**src/rtl/quant_scheduler.sv**
```systemverilog
// quant_scheduler: round-robin issue of Y/Cb/Cr 8x8 blocks onto one shared
// quantizer, with an in-order tag FIFO that routes each quantizer result back
// to its owning channel, plus a flush/drain path and a sticky error flag.
// Optional build macro: QSCHED_LUMA_PRIO_EN gives Y strict priority, and
// round-robin then applies between Cb and Cr only.
//
// state | meaning
// IDLE  | no work requested; nothing is issued
// RUN   | issuing at most one block per cycle while there is room in flight
// DRAIN | flush requested; no issue, waiting for every in-flight block
module quant_scheduler #(
    parameter int LATENCY      = 4,
    parameter int MAX_INFLIGHT = 4
) (
    input  logic       clk,
    input  logic       rst_n,
    input  logic [2:0] req,
    output logic [2:0] grant,
    output logic       q_enable,
    output logic [1:0] tbl_sel,
    input  logic       q_out_valid,
    output logic [2:0] done,
    input  logic       flush,
    output logic       flush_done,
    output logic       busy,
    output logic       err
);

    localparam int PTR_W = $clog2(MAX_INFLIGHT);
    localparam int CNT_W = PTR_W + 1;

    // LATENCY only documents the quantizer; the tag FIFO tolerates any latency.
    if (MAX_INFLIGHT < 2 || (MAX_INFLIGHT & (MAX_INFLIGHT - 1)) != 0 || LATENCY < 1) begin : g_bad_params
        $error("quant_scheduler: MAX_INFLIGHT must be a power of two >= 2 and LATENCY >= 1");
    end

    typedef enum logic [1:0] {ST_IDLE, ST_RUN, ST_DRAIN} state_e;

    state_e           state_q, state_d;
    logic [1:0]       rr_ptr_q, rr_ptr_d;
    logic [1:0]       tag_q [MAX_INFLIGHT];
    logic [PTR_W-1:0] wr_ptr_q, rd_ptr_q;
    logic [CNT_W-1:0] cnt_q, cnt_d;
    logic             err_q;

    logic             win_vld;
    logic [1:0]       win_idx;
    logic             push, pop;
    logic [1:0]       head;

`ifdef QSCHED_LUMA_PRIO_EN
    // Y always wins; otherwise the pointer decides which chroma channel looks first.
    always_comb begin
        win_vld = 1'b0;
        win_idx = 2'd0;
        if (req[0]) begin
            win_vld = 1'b1;
            win_idx = 2'd0;
        end else if (rr_ptr_q == 2'd2) begin
            if (req[2]) begin
                win_vld = 1'b1;
                win_idx = 2'd2;
            end else if (req[1]) begin
                win_vld = 1'b1;
                win_idx = 2'd1;
            end
        end else begin
            if (req[1]) begin
                win_vld = 1'b1;
                win_idx = 2'd1;
            end else if (req[2]) begin
                win_vld = 1'b1;
                win_idx = 2'd2;
            end
        end
    end
`else
    logic [1:0] ord0, ord1, ord2;

    // Three-way round-robin: search pointer, pointer+1, pointer+2 (mod 3).
    always_comb begin
        ord0    = rr_ptr_q;
        ord1    = (rr_ptr_q == 2'd2) ? 2'd0 : rr_ptr_q + 2'd1;
        ord2    = (rr_ptr_q == 2'd0) ? 2'd2 : rr_ptr_q - 2'd1;
        win_vld = 1'b0;
        win_idx = 2'd0;
        if (req[ord0]) begin
            win_vld = 1'b1;
            win_idx = ord0;
        end else if (req[ord1]) begin
            win_vld = 1'b1;
            win_idx = ord1;
        end else if (req[ord2]) begin
            win_vld = 1'b1;
            win_idx = ord2;
        end
    end
`endif

    // Issue/retire decisions, in-flight bookkeeping and FSM next state.
    always_comb begin
        pop  = q_out_valid && (cnt_q != '0);
        head = tag_q[rd_ptr_q];
        // A retiring block frees its slot in the same cycle, so a full FIFO can still accept.
        push = (state_q == ST_RUN) && !flush && win_vld &&
               ((cnt_q < CNT_W'(MAX_INFLIGHT)) || pop);

        grant    = push ? (3'b001 << win_idx) : 3'b000;
        q_enable = push;
        tbl_sel  = push ? win_idx : 2'd0;
        done     = pop ? (3'b001 << head) : 3'b000;

        case ({push, pop})
            2'b10:   cnt_d = cnt_q + 1'b1;
            2'b01:   cnt_d = cnt_q - 1'b1;
            default: cnt_d = cnt_q;
        endcase

        rr_ptr_d = rr_ptr_q;
        if (push) rr_ptr_d = (win_idx == 2'd2) ? 2'd0 : win_idx + 2'd1;

        state_d    = state_q;
        flush_done = 1'b0;
        case (state_q)
            ST_IDLE: begin
                if (flush)     state_d = ST_DRAIN;
                else if (|req) state_d = ST_RUN;
            end
            ST_RUN: begin
                if (flush)                                 state_d = ST_DRAIN;
                else if (req == 3'b000 && cnt_q == '0)     state_d = ST_IDLE;
            end
            ST_DRAIN: begin
                // Finishing in the cycle of the last retire makes flush_done coincide with its done.
                if (cnt_d == '0) begin
                    state_d    = ST_IDLE;
                    flush_done = 1'b1;
                end
            end
            default: state_d = ST_IDLE;
        endcase

        busy = (cnt_q != '0);
        err  = err_q;
    end

    // State, pointers, tag storage and sticky error register.
    always_ff @(posedge clk or negedge rst_n) begin
        if (!rst_n) begin
            state_q  <= ST_IDLE;
            rr_ptr_q <= 2'd0;
            wr_ptr_q <= '0;
            rd_ptr_q <= '0;
            cnt_q    <= '0;
            err_q    <= 1'b0;
            for (int i = 0; i < MAX_INFLIGHT; i++) tag_q[i] <= 2'd0;
        end else begin
            state_q  <= state_d;
            rr_ptr_q <= rr_ptr_d;
            cnt_q    <= cnt_d;
            if (q_out_valid && cnt_q == '0) err_q <= 1'b1;
            if (push) begin
                tag_q[wr_ptr_q] <= win_idx;
                wr_ptr_q        <= wr_ptr_q + 1'b1;
            end
            if (pop) rd_ptr_q <= rd_ptr_q + 1'b1;
        end
    end

endmodule

```
**config.mk**
```make
export PLATFORM = sky130hd
export DESIGN_NAME = quant_scheduler
export DESIGN_NICKNAME = d
export VERILOG_FILES = /design/src/rtl/quant_scheduler.sv
export SDC_FILE = /design/constraint.sdc
export NUM_CORES = 1
export LEC_CHECK = 0
export BUFFER_PORTS_ARGS = -buffer_cell sky130_fd_sc_hd__buf_2
export CAP_MARGIN = 20
export CORE_MARGIN = 1
export CORE_UTILIZATION = 47
export CTS_CLUSTER_SIZE = 25
export DETAILED_ROUTE_END_ITERATION = 10
export PLACE_DENSITY_LB_ADDON = 0.1
export SYNTH_ARGS = -nofsm -noshare
export SYNTH_HDL_FRONTEND = slang
export SYNTH_SLANG_ARGS = --single-unit
```
**constraint.sdc**
```tcl
create_clock -name clk -period 4.38 [get_ports clk]
set_clock_uncertainty 0.15 [all_clocks]
set_input_delay 0.876 -clock clk [delete_from_list [all_inputs] [get_ports clk]]
set_output_delay 0.876 -clock clk [all_outputs]
set_load 0.02 [all_outputs]
```
# After elaboration in Yosys (flattened, before gate mapping)
# Index checks and enable logic that the tools add are counted.
# Widths: inputs -> output; s select.
[op_classes]
add_sub_neg = 7
magnitude_cmp = 7
eq_ne = 9
shifts = 2
mux = 33
bitwise = 2
n_reduce_logical = 17
[op_table]
columns = ["op", "n"]
rows = [
  ["$mux 2", 15],
  ["$logic_not 3->1", 3],
  ["$lt 2x3->1 const B", 3],
  ["$add 2x1->2 const B", 4],
  ["$bwmux 8", 1],
  ["$eq 2x2->1 const B", 4],
  ["$mux 1", 8],
  ["$logic_and 1x1->1", 7],
  ["$bmux 1 s2", 3],
  ["$ge 3x3->1 const B", 2],
  ["$mux 3", 2],
  ["$not 2->3", 2],
  ["$pmux 2 s3", 1],
  ["$pmux 3 s2", 1],
  ["$shl 1x2->3 const A", 2],
  ["$bmux 2 s2", 1],
  ["$demux 2 s2", 1],
  ["$eq 2x1->1 const B", 2],
  ["$logic_not 2->1", 2],
  ["$add 3x1->3 const B", 1],
  ["$lt 3x1->1 const B", 1],
  ["$lt 3x3->1 const B", 1],
  ["$ne 3x2->1 const B", 1],
  ["$ne 3x3->1 const B", 1],
  ["8 further kinds", 8],
]
[word_totals]
regBits = 20
input_bits = 7
out_inout_bits = 12
word_cells = 87

# Depth between registers and ports, before layout
[logic_depth]
word_depth = 14
ltp_mapped = 14
mapped_depth_nobuf = 14

# Worst setup path before layout
# No wires, ideal clock.
[synth_path]
path_kind = "reg-to-output"
startpoint = "register rr_ptr_q[0] (netlist: ord0[0])"
endpoint = "output flush_done"
t_arrival_ns = 3.339
required_time_ns = 3.354
path_slack_ns = 0.015
path_stages_with_launch = 15
path_buffers = 0
cell_sequence = "dfrtp_1 inv_1 ha_1 mux2i_1 o211ai_1 or3_4 o21ai_4 ha_1 inv_1 fa_1 xor2_1 nor2_1 xnor2_1 nand3_1 nor3b_1"
[synth_between]
elab_chain_len = 14
word_cells_on_any_way = 23
classes_between = "add/sub: 2; eq/ne: 3; mux: 14; reduce/logical: 4"
[synth_lines]
columns = ["item", "line", "text"]
rows = [
  ["start, declared", "40", "logic [1:0] rr_ptr_q, rr_ptr_d;"],
  ["start signal, assigned", "159", "rr_ptr_q <= rr_ptr_d;"],
  ["$sub 2x1->2 or $logic_not 2->1 (tied branches)", "84", "ord2 = (rr_ptr_q == 2'd0) ? 2'd2 : rr_ptr_q - 2'd1;"],
  ["$mux 2", "84", ""],
  ["$bmux 1 s2", "93", "end else if (req[ord2]) begin"],
  ["$mux 1 (not written as such)", "93", ""],
  ["$mux 1", "93", ""],
  ["$mux 1", "90", "end else if (req[ord1]) begin"],
  ["$mux 1 *", "87", "if (req[ord0]) begin"],
  ["$logic_and 1x1->1 * (2 in a row)", "105", "push = (state_q == ST_RUN) && !flush && win_vld &&"],
  ["$eq 2x1->1 or $eq 2x2->1 (tied branches)", "113", "case ({push, pop})"],
  ["$pmux 3 s2 *", "113", ""],
  ["$logic_not 3->1 *", "135", "if (cnt_d == '0) begin"],
  ["$mux 1 *", "135", ""],
  ["$mux 1 *", "124", "case (state_q)"],
  ["end, declared", "24", "output logic flush_done,"],
]
# Mark *: on every way between the ends. The rest lies on a longest branch, timed or not. The select of a mux whose other input is x is not followed.

# Final worst setup path
# Same ends and word-level chain as after synthesis.

==> results.txt <==
Post-synth EDFFs - 0
Met1 usage - 0.257
Drt total wl - 2.81 mm
PD cells - 725 mW/mm^2
Diode count - 0
Async set or reset register ratio after synthesis - 1.00
CTS Buf Count - 3
CTS sink cnt - 20
Slew Limit Fails - 0
Worst Setup Path Type - flip-flop to output port
First-pass GRT wire length - 4.42 mm
PortBufs - 18
Worst-Skew Late Latency - 300 ps
Syn Std Cell Area - 0.00128 mm^2
Worst EP arrival - 3350 ps
WL/cell - 15.2 um
Synth top area cells - dfrtp_1, ha_1, mux2_2
Routability cong. - 0.837
DR pass1 iterations - 4
Final period util - 0.998
Worst-margin pin slew - 467 ps
Yosys warns - 0
Vias in the first global route - 1021
Fmax - 229 MHz
Flops & latches, synth - 20
Post-synthesis mux area share - 0.140
Most frequent cells after synthesis - dfrtp_1, inv_1, ha_1, nand2_1, mux2_2
Clock Path Buffers - 2
CP Data Required Time - 3350 ps
Synth area leader - dfrtp_1
Initial antenna violation count - 0
Synth unique cells - 41
Post-Synth Adder-Cell Area - 0.0937
Worst slew margin - 0.687
Cells after Synth - 120
Top_reg_cell synth - dfrtp_1
Outcome - completed
Critical Path Max Stage Delay - 420 ps
Detailed Place HPWL - 1.97 mm
Hold Path Class - flip-flop to flip-flop
Pin count of the biggest net entering global routing - 21
Placed cell count - 171
CP max stage cell - dfrtp_2
Met3 GRT Util - 0.0250
Die width - 54.2 um
Most instantiated library cell after synthesis - dfrtp_1
Utilization after layout - 0.639
Via count - 1045
Synth Area in Compound Gates - 0.125
VDD IR max - 0.444 mV
DR iter-0 viols - 24
WHS - 338 ps
Cell breakdown of the critical path - inv_2, ha_4, mux2i_2, o211ai_1, or3_4, o21ai_4, ha_4, inv_2, fa_2, xor2_1, nor2_1, xnor2_1, nand3_1, nor3b_2, buf_4
GR Overflow Total - 0
Post-route ant nets - 0
Seq/Total Area, Yosys - 0.390
Synthesized area per cell - 10.7 um^2
Min Tclk post-route - 4370 ps
MaxCap Viol Count - 0
Reg clk slew, reported paths - 120 ps
Total track usage - 0.209
Area share of the largest cell type after synthesis - 0.390
Total power - 0.00117 W
GR Util met2 - 0.370
Unrepaired setup endpoints after global routing - yes
Final Hold Fails - 0
Root Buffer - clkbuf_4
Worst setup SP type - flip-flop
CTS H-tree lvls - 1
Fin nets - 172
Drc violations - 0
Busiest grt layer - met2
Starting Density - 0.508
CP max FO - 4
Final setup viols - 0
Core ar. - 0.00252 mm^2
Leakage Power - 0.768 nW
Syn Nets - 136
Die area - 0.00294 mm^2
Layout cells sized above 1 - 0.413
Synth-to-layout area growth - 25.7%
Num ports - 19
Site Rows - 18
TritonCTS clock tree - built
Vias per cell - 5.65
Largest family of logic cells by synthesized area - simple AND/OR/NAND/NOR gates
Synth Area in Simple Gates - 0.164
Crit end category - output port
Cell Count, Final, Fillers Out - 185
Die span in y - 54.2 um
Xor-xnor portion of the synthesized cell area - 0.0410
through the flow:
step / worst slack (ps) / cell area (um^2) / setup TNS, ps
final: 7.38 / 1610 / 0
after global routing: -146 / 1610 / -146
after floorplan: 15.2 / 1280 / 0
after CTS: -13.3 / 1580 / -13.3
after detailed placement: -10.5 / 1440 / -10.5
after global placement: 93.3 / 1440 / 0
final cells by class:
| cell class | instances | area [um^2] |
|---|---|---|
| tap | 30 | 37.5 |
| clock buffer | 3 | 22.5 |
| clock inverter | 1 | 30.0 |
| fill | 231 | 911 |
| multi-input combinational | 85 | 767 |
| timing repair buffer | 32 | 198 |
| inverter | 14 | 55.1 |
| sequential | 20 | 502 |
layout by cell type (no fill, tap or decap), drive strengths merged, types with 3 or more instances in the layout:
cell type,n
buf,32
mux2,9
inv,14
xnor2,4
a21oi,5
clkbuf,3
dfrtp,20
nor3b,3
nor2b,3
and2,5
nor3,4
mux2i,3
ha,8
nand3,3
nor2,5
nand2,8
sequential cells by signal (all words and copies together) (netlist names):
signal	cells
err	1
wr_ptr_q	2
tag_q	8
rd_ptr_q	2
cnt_q	3
ord0	2
state_q	2
final timing paths:
kind	start	to	slack, ps	cells after the start
min	err	err	340	1
min reg2reg	err	err	340	1
max reg2reg	ord0[0]	state_q[1]	920	16
max	ord0[0]	flush_done	7	15
max in group asynchronous	rst_n	ord0[0]	3380	1
min in group asynchronous	rst_n	cnt_q[2]	360	1
worst max-delay path: cells and delay by family (launching register included):
family          cells  cell delay, ps
flops               1             420
xor+xnor            2             300
simple gates        4             790
fa+ha+maj           3             770
compound gates      2             280
mux                 1             240
buf+inv             3             250
report_power, final:
part,leakage (nW),switching (W),internal [W]
combinational,0.493,0.000332,0.000339
sequential,0.248,0.0000763,0.000268
clock,0.0279,0.0000608,0.0000925
total,0.768,0.000469,0.000700
logic make-up (layout without fill, tap and decap cells):
logic type      count (synthesis)  in the layout
simple gates                   37             37
flops                          20             20
compound gates                 19             19
buf+inv                        15             50
mux                            14             14
fa+ha+maj                       9              9
xor+xnor                        6              6
repair_timing:
item                       CTS  global route
setup buffers                8             2
hold buffers                 0             0
setup endpoints to repair    1             1
gates resized for setup     11             2
pin swaps                    5             3
layer usage:
layer / part of all wire / up-vias
met3: 0.040 / 6
met1: 0.43 / 514
li1: - / 494
met5: 0 / -
met2: 0.51 / 31
met4: 0.017 / 0
No activity file was read; power rests on OpenSTA's default activity.
